$ cat config.mk
export PLATFORM = sky130hd
export DESIGN_NAME = wb_rr_arbiter_flat
export DESIGN_NICKNAME = d
export VERILOG_FILES = /design/src/rtl/wb_arb_pkg.sv /design/src/rtl/wb_rr_arbiter_if.sv /design/src/rtl/wb_arb_timeout.sv /design/src/rtl/wb_rr_arbiter.sv /design/src/flat_wrapper.sv
export SDC_FILE = /design/constraint.sdc
export NUM_CORES = 1
export LEC_CHECK = 0
export CAP_MARGIN = 5
export CORE_AREA = 8 8 118 120
export DETAILED_ROUTE_END_ITERATION = 16
export DIE_AREA = 0 0 126 128
export MAX_ROUTING_LAYER = met4
export SYNTH_ARGS = -nofsm -noshare
export SYNTH_HDL_FRONTEND = slang
export SYNTH_HIERARCHICAL = 1
export SYNTH_SLANG_ARGS = --single-unit
$ cat constraint.sdc
create_clock -name clk -period 2 [get_ports clk]
set_input_delay 0.4 -clock clk [delete_from_list [all_inputs] [get_ports clk]]
set_output_delay 0.4 -clock clk [all_outputs]
set_load 0.005 [all_outputs]
$ cat src/rtl/wb_arb_pkg.sv
// wb_arb_pkg: shared state type, default parameters and helpers for the round-robin Wishbone arbiter
package wb_arb_pkg;
    localparam int DEF_ADDR_WIDTH     = 32;
    localparam int DEF_DATA_WIDTH     = 32;
    localparam int DEF_TIMEOUT_CYCLES = 16;
    typedef enum logic [1:0] {IDLE, OWN0, OWN1} arb_state_e;
    function automatic int cnt_width(input int limit);
        return (limit > 0) ? $clog2(limit + 1) : 1;
    endfunction
endpackage

$ cat src/rtl/wb_rr_arbiter_if.sv
// wb_rr_arbiter_if: one Wishbone link
//   master modport drives adr/dat_w/sel/we/stb/cyc, slave modport drives dat_r/ack/err/rty
interface wb_rr_arbiter_if
    import wb_arb_pkg::*;
#(
    parameter int ADDR_WIDTH   = DEF_ADDR_WIDTH,
    parameter int DATA_WIDTH   = DEF_DATA_WIDTH,
    parameter int SELECT_WIDTH = DATA_WIDTH / 8
);
    logic [ADDR_WIDTH-1:0]   adr;
    logic [DATA_WIDTH-1:0]   dat_w;
    logic [DATA_WIDTH-1:0]   dat_r;
    logic [SELECT_WIDTH-1:0] sel;
    logic                    we;
    logic                    stb;
    logic                    cyc;
    logic                    ack;
    logic                    err;
    logic                    rty;
    modport master (output adr, dat_w, sel, we, stb, cyc, input dat_r, ack, err, rty);
    modport slave  (input adr, dat_w, sel, we, stb, cyc, output dat_r, ack, err, rty);
endinterface

$ cat src/rtl/wb_arb_timeout.sv
// wb_arb_timeout: response watchdog for the arbiter
//   clk, rst_n : clock, async active-low reset
//   active     : request strobed on the slave bus this cycle
//   resp       : slave ack/err/rty this cycle
//   clr        : arbiter state is changing
//   expired    : this is the TIMEOUT_CYCLES-th consecutive stalled cycle
module wb_arb_timeout
    import wb_arb_pkg::*;
#(
    parameter int TIMEOUT_CYCLES = DEF_TIMEOUT_CYCLES
) (
    input  logic clk,
    input  logic rst_n,
    input  logic active,
    input  logic resp,
    input  logic clr,
    output logic expired
);
    localparam int CW = cnt_width(TIMEOUT_CYCLES);
    logic [CW-1:0] r_cnt;
    // counter holds the number of stalled cycles already seen, so the limit hits on the last one
    assign expired = (TIMEOUT_CYCLES != 0) && active && !resp && (r_cnt == CW'(TIMEOUT_CYCLES - 1));
    always_ff @(posedge clk or negedge rst_n) begin
        if (!rst_n)
            r_cnt <= '0;
        else
            r_cnt <= (clr || !active || resp || expired) ? '0 : r_cnt + 1'b1;
    end
endmodule

$ cat src/rtl/wb_rr_arbiter.sv
// wb_rr_arbiter: two-master round-robin Wishbone arbiter with response watchdog
//   clk, rst_n : clock, async active-low reset
//   m0, m1     : master links (arbiter is their slave)
//   s          : shared slave link (arbiter is its master)
module wb_rr_arbiter
    import wb_arb_pkg::*;
#(
    parameter int ADDR_WIDTH     = DEF_ADDR_WIDTH,
    parameter int DATA_WIDTH     = DEF_DATA_WIDTH,
    parameter int SELECT_WIDTH   = DATA_WIDTH / 8,
    parameter int TIMEOUT_CYCLES = DEF_TIMEOUT_CYCLES
) (
    input  logic            clk,
    input  logic            rst_n,
    wb_rr_arbiter_if.slave  m0,
    wb_rr_arbiter_if.slave  m1,
    wb_rr_arbiter_if.master s
);
    arb_state_e              r_state;
    logic                    r_last;
    logic                    w_own0;
    logic                    w_own1;
    logic                    w_g0;
    logic                    w_g1;
    logic                    w_req_stb;
    logic                    w_resp;
    logic                    w_chg;
    logic                    w_expired;
    logic [ADDR_WIDTH-1:0]   w_adr;
    logic [DATA_WIDTH-1:0]   w_dat;
    logic [SELECT_WIDTH-1:0] w_sel;
    assign w_own0    = r_state == OWN0;
    assign w_own1    = r_state == OWN1;
    // a grant is live only while the owner still holds cyc; this gives the bubble cycle on release
    assign w_g0      = w_own0 & m0.cyc;
    assign w_g1      = w_own1 & m1.cyc;
    assign w_adr     = w_own0 ? m0.adr : w_own1 ? m1.adr : '0;
    assign w_dat     = w_own0 ? m0.dat_w : w_own1 ? m1.dat_w : '0;
    assign w_sel     = w_own0 ? m0.sel : w_own1 ? m1.sel : '0;
    assign w_req_stb = (w_g0 & m0.stb) | (w_g1 & m1.stb);
    assign w_resp    = s.ack | s.err | s.rty;
    assign w_chg     = (r_state == IDLE) ? (m0.cyc | m1.cyc) : ~(w_g0 | w_g1);
    assign s.adr     = w_adr;
    assign s.dat_w   = w_dat;
    assign s.sel     = w_sel;
    assign s.we      = w_own0 ? m0.we : (w_own1 & m1.we);
    assign s.cyc     = w_g0 | w_g1;
    assign s.stb     = w_req_stb & ~w_expired;
    assign m0.dat_r  = w_g0 ? s.dat_r : '0;
    assign m0.ack    = w_g0 & s.ack;
    assign m0.err    = w_g0 & (s.err | w_expired);
    assign m0.rty    = w_g0 & s.rty;
    assign m1.dat_r  = w_g1 ? s.dat_r : '0;
    assign m1.ack    = w_g1 & s.ack;
    assign m1.err    = w_g1 & (s.err | w_expired);
    assign m1.rty    = w_g1 & s.rty;
    wb_arb_timeout #(.TIMEOUT_CYCLES(TIMEOUT_CYCLES)) u_timeout (
        .clk     (clk),
        .rst_n   (rst_n),
        .active  (w_req_stb),
        .resp    (w_resp),
        .clr     (w_chg),
        .expired (w_expired)
    );
    // r_last resets to 1 so master 0 wins the first tie
    always_ff @(posedge clk or negedge rst_n) begin
        if (!rst_n) begin
            r_state <= IDLE;
            r_last  <= 1'b1;
        end else begin
            case (r_state)
                IDLE: r_state <= (m0.cyc & m1.cyc) ? (r_last ? OWN0 : OWN1) : m0.cyc ? OWN0 : m1.cyc ? OWN1 : IDLE;
                OWN0: if (!m0.cyc) begin
                    r_state <= IDLE;
                    r_last  <= 1'b0;
                end
                OWN1: if (!m1.cyc) begin
                    r_state <= IDLE;
                    r_last  <= 1'b1;
                end
                default: r_state <= IDLE;
            endcase
        end
    end
endmodule
$ cat src/flat_wrapper.sv
// flat-port wrapper written by rule: the top's interface ports become plain ports
module wb_rr_arbiter_flat import wb_arb_pkg::*;
#(
    parameter int ADDR_WIDTH     = DEF_ADDR_WIDTH,
    parameter int DATA_WIDTH     = DEF_DATA_WIDTH,
    parameter int SELECT_WIDTH   = DATA_WIDTH / 8,
    parameter int TIMEOUT_CYCLES = DEF_TIMEOUT_CYCLES
)
  (clk, rst_n, m0_adr, m0_dat_w, m0_sel, m0_we, m0_stb, m0_cyc, m0_dat_r, m0_ack, m0_err, m0_rty, m1_adr, m1_dat_w, m1_sel, m1_we, m1_stb, m1_cyc, m1_dat_r, m1_ack, m1_err, m1_rty, s_adr, s_dat_w, s_sel, s_we, s_stb, s_cyc, s_dat_r, s_ack, s_err, s_rty);
  wb_rr_arbiter_if #(.ADDR_WIDTH(ADDR_WIDTH), .DATA_WIDTH(DATA_WIDTH), .SELECT_WIDTH(SELECT_WIDTH)) m0_i ();
  wb_rr_arbiter_if #(.ADDR_WIDTH(ADDR_WIDTH), .DATA_WIDTH(DATA_WIDTH), .SELECT_WIDTH(SELECT_WIDTH)) m1_i ();
  wb_rr_arbiter_if #(.ADDR_WIDTH(ADDR_WIDTH), .DATA_WIDTH(DATA_WIDTH), .SELECT_WIDTH(SELECT_WIDTH)) s_i ();
  input  logic clk;
  input  logic rst_n;
  input wire logic [$bits(m0_i.adr)-1:0] m0_adr;
  input wire logic [$bits(m0_i.dat_w)-1:0] m0_dat_w;
  input wire logic [$bits(m0_i.sel)-1:0] m0_sel;
  input wire logic [$bits(m0_i.we)-1:0] m0_we;
  input wire logic [$bits(m0_i.stb)-1:0] m0_stb;
  input wire logic [$bits(m0_i.cyc)-1:0] m0_cyc;
  output wire logic [$bits(m0_i.dat_r)-1:0] m0_dat_r;
  output wire logic [$bits(m0_i.ack)-1:0] m0_ack;
  output wire logic [$bits(m0_i.err)-1:0] m0_err;
  output wire logic [$bits(m0_i.rty)-1:0] m0_rty;
  input wire logic [$bits(m1_i.adr)-1:0] m1_adr;
  input wire logic [$bits(m1_i.dat_w)-1:0] m1_dat_w;
  input wire logic [$bits(m1_i.sel)-1:0] m1_sel;
  input wire logic [$bits(m1_i.we)-1:0] m1_we;
  input wire logic [$bits(m1_i.stb)-1:0] m1_stb;
  input wire logic [$bits(m1_i.cyc)-1:0] m1_cyc;
  output wire logic [$bits(m1_i.dat_r)-1:0] m1_dat_r;
  output wire logic [$bits(m1_i.ack)-1:0] m1_ack;
  output wire logic [$bits(m1_i.err)-1:0] m1_err;
  output wire logic [$bits(m1_i.rty)-1:0] m1_rty;
  output wire logic [$bits(s_i.adr)-1:0] s_adr;
  output wire logic [$bits(s_i.dat_w)-1:0] s_dat_w;
  output wire logic [$bits(s_i.sel)-1:0] s_sel;
  output wire logic [$bits(s_i.we)-1:0] s_we;
  output wire logic [$bits(s_i.stb)-1:0] s_stb;
  output wire logic [$bits(s_i.cyc)-1:0] s_cyc;
  input wire logic [$bits(s_i.dat_r)-1:0] s_dat_r;
  input wire logic [$bits(s_i.ack)-1:0] s_ack;
  input wire logic [$bits(s_i.err)-1:0] s_err;
  input wire logic [$bits(s_i.rty)-1:0] s_rty;
  assign m0_i.adr = m0_adr;
  assign m0_i.dat_w = m0_dat_w;
  assign m0_i.sel = m0_sel;
  assign m0_i.we = m0_we;
  assign m0_i.stb = m0_stb;
  assign m0_i.cyc = m0_cyc;
  assign m0_dat_r = m0_i.dat_r;
  assign m0_ack = m0_i.ack;
  assign m0_err = m0_i.err;
  assign m0_rty = m0_i.rty;
  assign m1_i.adr = m1_adr;
  assign m1_i.dat_w = m1_dat_w;
  assign m1_i.sel = m1_sel;
  assign m1_i.we = m1_we;
  assign m1_i.stb = m1_stb;
  assign m1_i.cyc = m1_cyc;
  assign m1_dat_r = m1_i.dat_r;
  assign m1_ack = m1_i.ack;
  assign m1_err = m1_i.err;
  assign m1_rty = m1_i.rty;
  assign s_adr = s_i.adr;
  assign s_dat_w = s_i.dat_w;
  assign s_sel = s_i.sel;
  assign s_we = s_i.we;
  assign s_stb = s_i.stb;
  assign s_cyc = s_i.cyc;
  assign s_i.dat_r = s_dat_r;
  assign s_i.ack = s_ack;
  assign s_i.err = s_err;
  assign s_i.rty = s_rty;
  wb_rr_arbiter #(.ADDR_WIDTH(ADDR_WIDTH), .DATA_WIDTH(DATA_WIDTH), .SELECT_WIDTH(SELECT_WIDTH), .TIMEOUT_CYCLES(TIMEOUT_CYCLES)) u_core (.clk(clk), .rst_n(rst_n), .m0(m0_i), .m1(m1_i), .s(s_i));
endmodule
Yosys cells after proc, flatten, opt, wreduce, memory -nomap -nowiden
Index checks and enable logic that the tools add are counted.

Equality and inequality tests: 5. Reductions and logical operators: 11. Muxes and demuxes: 21. Bitwise logic cells: 21. $add $sub $neg: 1. Divide/modulo/power cells: 0. Shifts and indexed selects: 0. Multipliers: 0. Magnitude comparators: 0.

Operator list (number): $mux W32 (6); $and A1 B1 Y1 (13); $mux W2 (6); $mux W4 (2); $or A1 B1 Y1 (6); $pmux W2 S3 (1); $add A5 B1 Y5 const B (1); $eq A5 B4 Y1 const B (1); $mux W5 (1); $mux W1 (4); $ne A2 B2 Y1 const B (2); $logic_or A1 B1 Y1 (3); $reduce_and A3 Y1 (1); $eq A2 B1 Y1 const B (1); $eq A2 B2 Y1 const B (1); $logic_and A1 B1 Y1 (2); $logic_not A1 Y1 (2); $logic_not A2 Y1 (1); $not A1 Y1 (2); $pmux W1 S2 (1); $reduce_and A2 Y1 (1); $reduce_bool A2 Y1 (1).

Input bits: 179. Logic and storage cells: 62. Output and inout bits: 141. Bits in read-only memories: 0. Flip-flop bits (word level): 8. Bits in latches: 0. Memories: 0. Memory bits (writable): 0.

Depth between registers and ports, before layout
Word-level depth: 9. Gate-level depth with buffers: 6. Depth with buffers taken out: 6.

By module
Netlist, hierarchy kept.

Modules (own cells, without submodules): wb_rr_arbiter (cells each 189, area each 1437.6 um^2, instances 1, seq. area each 76.3 um^2); wb_arb_timeout (cells each 20, area each 227.7 um^2, instances 1, seq. area each 125.1 um^2).

Worst setup path before layout
Ideal clock, no wire load.

Path kind: register -> output. Start: reg u_core.u_timeout.r_cnt[0]. End: out m0_err. Path slack: 0.196 ns. Cell stages (with the launch flop): 7. Arrival time: 1.404 ns. Buffers on the path: 0. Data required time: 1.600 ns. Cell sequence: dfrtp_1 ha_1 and3_1 ha_1 and3b_1 nor2_1 and3b_1.

Longest elaborated chain between the ends: 4.

Ends and longest elaborated chain: start: declaration (RTL line wb_arb_timeout.sv:20) `logic [CW-1:0] r_cnt;`; start signal: assignment (RTL line wb_arb_timeout.sv:27) `r_cnt <= (clr || !active || resp || expired) ? '0 : r_cnt + 1'b1;`; $eq A5 B4 Y1 (RTL line wb_arb_timeout.sv:22) `assign expired = (TIMEOUT_CYCLES != 0) && active && !resp && (r_cnt == CW'(TIMEOUT_CYCLES - 1));`; $logic_and A1 B1 Y1 (RTL line wb_arb_timeout.sv:22); named net u_core.w_expired (RTL line wb_rr_arbiter.sv:28) `logic w_expired;`; $or A1 B1 Y1 (RTL line wb_rr_arbiter.sv:51) `assign m0.err = w_g0 & (s.err | w_expired);`; $and A1 B1 Y1 (RTL line wb_rr_arbiter.sv:51); end: declaration (RTL line flat_wrapper.sv:23) `output wire logic [$bits(m0_i.err)-1:0] m0_err;`.

The timed path passes the listed nets, and every way through them passes these cells.

Final worst setup path
Start: reg u_core.r_state[0]. End: out m0_err.

Longest elaborated chain between the ends: 8. Elaborated cells between the ends (all ways): 11. Classes of those cells: eq/ne (2); bitwise (7); reduce/logical (2).

Ends and longest elaborated chain: start: declaration (RTL line wb_rr_arbiter.sv:19) `arb_state_e r_state;`; start signal: assignment (RTL line wb_rr_arbiter.sv:72) `IDLE: r_state <= (m0.cyc & m1.cyc) ? (r_last ? OWN0 : OWN1) : m0.cyc ? OWN0 : m1.cyc ? OWN1 : IDLE;`; $eq A2 B1 Y1 or $eq A2 B2 Y1 (tied branches) (RTL line wb_rr_arbiter.sv:32, wb_rr_arbiter.sv:33); $and A1 B1 Y1, on equally long branches (RTL line wb_rr_arbiter.sv:35, wb_rr_arbiter.sv:36); $and A1 B1 Y1 (RTL line wb_rr_arbiter.sv:40) `assign w_req_stb = (w_g0 & m0.stb) | (w_g1 & m1.stb);`; $or A1 B1 Y1 * (RTL line wb_rr_arbiter.sv:40); named net u_core.w_req_stb (RTL line wb_rr_arbiter.sv:25) `logic w_req_stb;`; $logic_and A1 B1 Y1 * (2 in series) (RTL line wb_arb_timeout.sv:22); named net u_core.w_expired (RTL line wb_rr_arbiter.sv:28); $or A1 B1 Y1 * (RTL line wb_rr_arbiter.sv:51); $and A1 B1 Y1 * (RTL line wb_rr_arbiter.sv:51).

Mark *: on every way through the listed nets, which the timed path passes. The rest lies on a longest branch.

==> flow_summary.ini <==
[critical_path]
arrival_ns = 1.77
cp_top_family = simple AND/OR/NAND/NOR gates
path_cells = buf_4, buf_4, nand4b_1, nand2_1, and3b_2, nor2_2, and3b_1, buf_2
critPathMostFrequentCell = buf_4
endpoint_kind = primary output
cp-start-kind = flip-flop
cp_slowest_cell = dfrtp_1
critPathMaxStageDelay_ns = 0.42
required_ns = 1.60
path_buf_inv = 3
critPathKind = reg -> out
path_max_fanout = 4

[place]
io_buffers = 319
finalWeightedCongestion = 0.838
hpwl_mm = 12.1
dpl_worst_slack_ns = -0.638

[die]
rows = 41
core-area_um2 = 12200
die_x_um = 126
dieArea_um2 = 16100
chipHeight_um = 128
start_util_pct = 13.6
io_pins = 320

[power]
irDropWorstVdd_uv = 230
pwr-share-clk_pct = 10.8
power_leakage_nw = 2.91
internal-power_mw = 2.14
switching_power_mw = 1.08
swShare_pct = 33.5
comb_power_share_pct = 82.6
powerDensity_nw_per_um2 = 555
seq_power_share_pct = 6.5

[sta]
slew_violations = 0
fmax_ghz = 0.461
max-slew-margin-rel_pct = 75.3
period_needed_ns = 2.17
timing.clock.skew_ns = 0.00435
worst_slew_pin_slew_ns = 0.369
hold_viol = 0
fin_crit_sh_pct = 108
rsz0062_at_grt = true
setup_viol = 102
finalWorstSetupSlack_ns = -0.170
tns_ns = -6.86

[logic_synthesis]
syn_inst = 209
seq_area_frac_synth_pct = 12.1
synth.net_count = 390
synth_cell_types = 30
avgSynthCellArea_um2 = 7.97
yosys_register_bits = 8
yosys_warnings = 6
synth_area_um2 = 1670

[worst_hold_path]
hold_path.class = in -> async

[clock_tree]
cts_buffers = 3
cts.clk_slew.worst_paths_ns = 0.04
h-tree-depth = 1
cts.sinks = 8
cts_root_buf = clkbuf_16
clock_path_buffers = 2
cts_hold_buf = 0
cts_tree = built
clk_latency_ns = 0.24

[layout]
area_growth_pct = 249
drive_above_1_share_pct = 46.0
fin_nets = 778

[detailed_routing]
viasPerCell = 4.54
ant_nets = 0
routedWlPerCell_um = 22.6
dr.pass1.iters = 4
finalWirelength_mm = 16.9
drc = 0
num_vias = 3395
first_iter_violations = 119

[global_route]
first_global_vias = 3656
track_usage_pct = 19.7
grt_max_degree = 21
grt_overflow = 0
grt_antenna_before_repair = 1
grt_pass1_wl_mm = 23.5

[status]
status = finished, violations left
violations = setup timing

[job]
drv_cap = 0
==> cell usage after synthesis <==
| cell type | instances | area share (%) |
|---|---|---|
| a22o_1 | 70 | 37 |
| and3_1 | 35 | 13 |
| and2_1 | 34 | 13 |
| buf_2 | 11 | 3.3 |
| dfrtp_1 | 7 | 11 |
| buf_6 | 6 | 4.1 |
| nor2_1 | 6 | 1.4 |
| clkbuf_2 | 5 | 1.5 |
| clkbuf_1 | 4 | 0.90 |
| nor2b_1 | 4 | 1.5 |
| and3b_1 | 3 | 1.6 |
| a21oi_1 | 2 | 0.60 |
| ha_1 | 2 | 1.5 |
| inv_1 | 2 | 0.45 |
| nand2b_1 | 2 | 0.75 |
| nand4b_1 | 2 | 1.1 |
| a211oi_2 | 1 | 0.75 |
| a21o_1 | 1 | 0.45 |
| buf_4 | 1 | 0.45 |
| buf_8 | 1 | 0.90 |
| dfstp_2 | 1 | 1.6 |
| nand2_1 | 1 | 0.23 |
| nand3_1 | 1 | 0.30 |
| nor4_1 | 1 | 0.38 |
| o21a_1 | 1 | 0.45 |
| o21bai_1 | 1 | 0.45 |
| or3_1 | 1 | 0.38 |
| or4b_4 | 1 | 0.83 |
| xnor2_1 | 1 | 0.53 |
| xor2_1 | 1 | 0.53 |
==> worst paths after layout <==
path | start | to | slack, ns | depth (start not counted)
setup / recovery | u_core/r_state[0] | m0_err | -0.17 | 8
hold / removal | rst_n | u_core/u_timeout/r_cnt[2] | 0.45 | 1
setup reg to reg | u_core/r_state[0] | u_core/u_timeout/r_cnt[4] | -0.07 | 9
hold reg to reg | u_core/r_last | u_core/r_state[1] | 0.52 | 1
max in group asynchronous | rst_n | u_core/r_last | 1.24 | 1
min in group clk | u_core/r_last | u_core/r_state[1] | 0.52 | 1
==> kinds of logic (layout without fill, tap and decap cells) <==
| family | Yosys count | in the layout | synth area share [%] |
|---|---|---|---|
| AOI/OAI and AO/OA | 76 | 76 | 39.5 |
| xor gates and xnor gates | 2 | 2 | 1.05 |
| adders and majority gates | 2 | 2 | 1.50 |
| buffers and inverters | 30 | 417 | 11.6 |
| DFF | 8 | 8 | 12.1 |
| other | 0 | 1 | 0 |
| and+or+nand+nor | 91 | 91 | 34.3 |
==> per-stage QoR <==
step	power, mW	utilization, %	hold slack, ns	cell area (um^2)	std cells
2_1_floorplan	0.921	-	0.104	1670	209
3_3_place_gp	2.35	42.6	0.512	5200	682
3_5_place_dp	2.36	42.6	0.527	5200	682
4_1_cts	3.06	45.8	0.461	5590	732
5_1_grt	3.41	47.6	0.472	5810	747
6_report	3.22	47.6	0.446	5810	747
==> worst reg2reg max path: cells and delay by family (launching register included) <==
kind            cells  cell delay, ns
simple gates        3            0.96
flops               1            0.42
buf+inv             5            0.60
compound gates      1            0.03
==> layer usage <==
layer  up-vias  track usage (%)  routed length, um
li1       1579                -                  -
met1      1605             21.9               6710
met2       201             35.5               8640
met3        10             4.53               1300
met4         0             3.68                212
met5         -                -                  0
==> sequential cells by signal, indices dropped and copies added (netlist names) <==
name                    cells
u_core/r_last               1
u_core/r_state              2
u_core/u_timeout/r_cnt      5
==> power groups by stage <==
stage | clock network (mW) | registers [mW] | logic, mW
floorplan | 0 | 0.208 | 0.713
global placement | 0 | 0.215 | 2.14
detailed placement | 0 | 0.216 | 2.14
CTS | 0.359 | 0.211 | 2.49
global route | 0.369 | 0.214 | 2.83
finish | 0.349 | 0.211 | 2.66
==> repair_timing <==
item                                    CTS  global route
cloned                                   12             3
gates resized for setup                 562           113
endpoints found under the setup margin  142           126
buffers inserted                         34            20
pin swaps                                25            36
==> layout make-up <==
cell class / count / area, um^2
clock buffer: 4 / 78.8
fill: 1189 / 6400
antenna: 1 / 2.50
multi-input combinational: 171 / 1410
tap: 150 / 188
sequential: 8 / 203
timing repair buffer: 411 / 3920
inverter: 2 / 7.51
==> cells in the final DEF (no fill, tap or decap), types with 2 or more instances in the layout <==
cell type	instances
clkdlybuf4s50_1	173
buf_2	101
a22o_1	68
buf_6	49
buf_4	28
and3_1	25
and2_1	23
buf_12	19
clkbuf_2	18
and2_4	11
and3_4	10
clkbuf_16	7
buf_8	7
buf_16	6
dfrtp_1	6
dlygate4sd2_1	5
nor2_2	4
and3b_2	2
nor2b_4	2
a22o_4	2
nand4b_1	2
nor2b_1	2
nand2b_1	2
inv_1	2
nor2_1	2
Note: power is estimated with default switching activity, not from simulation.
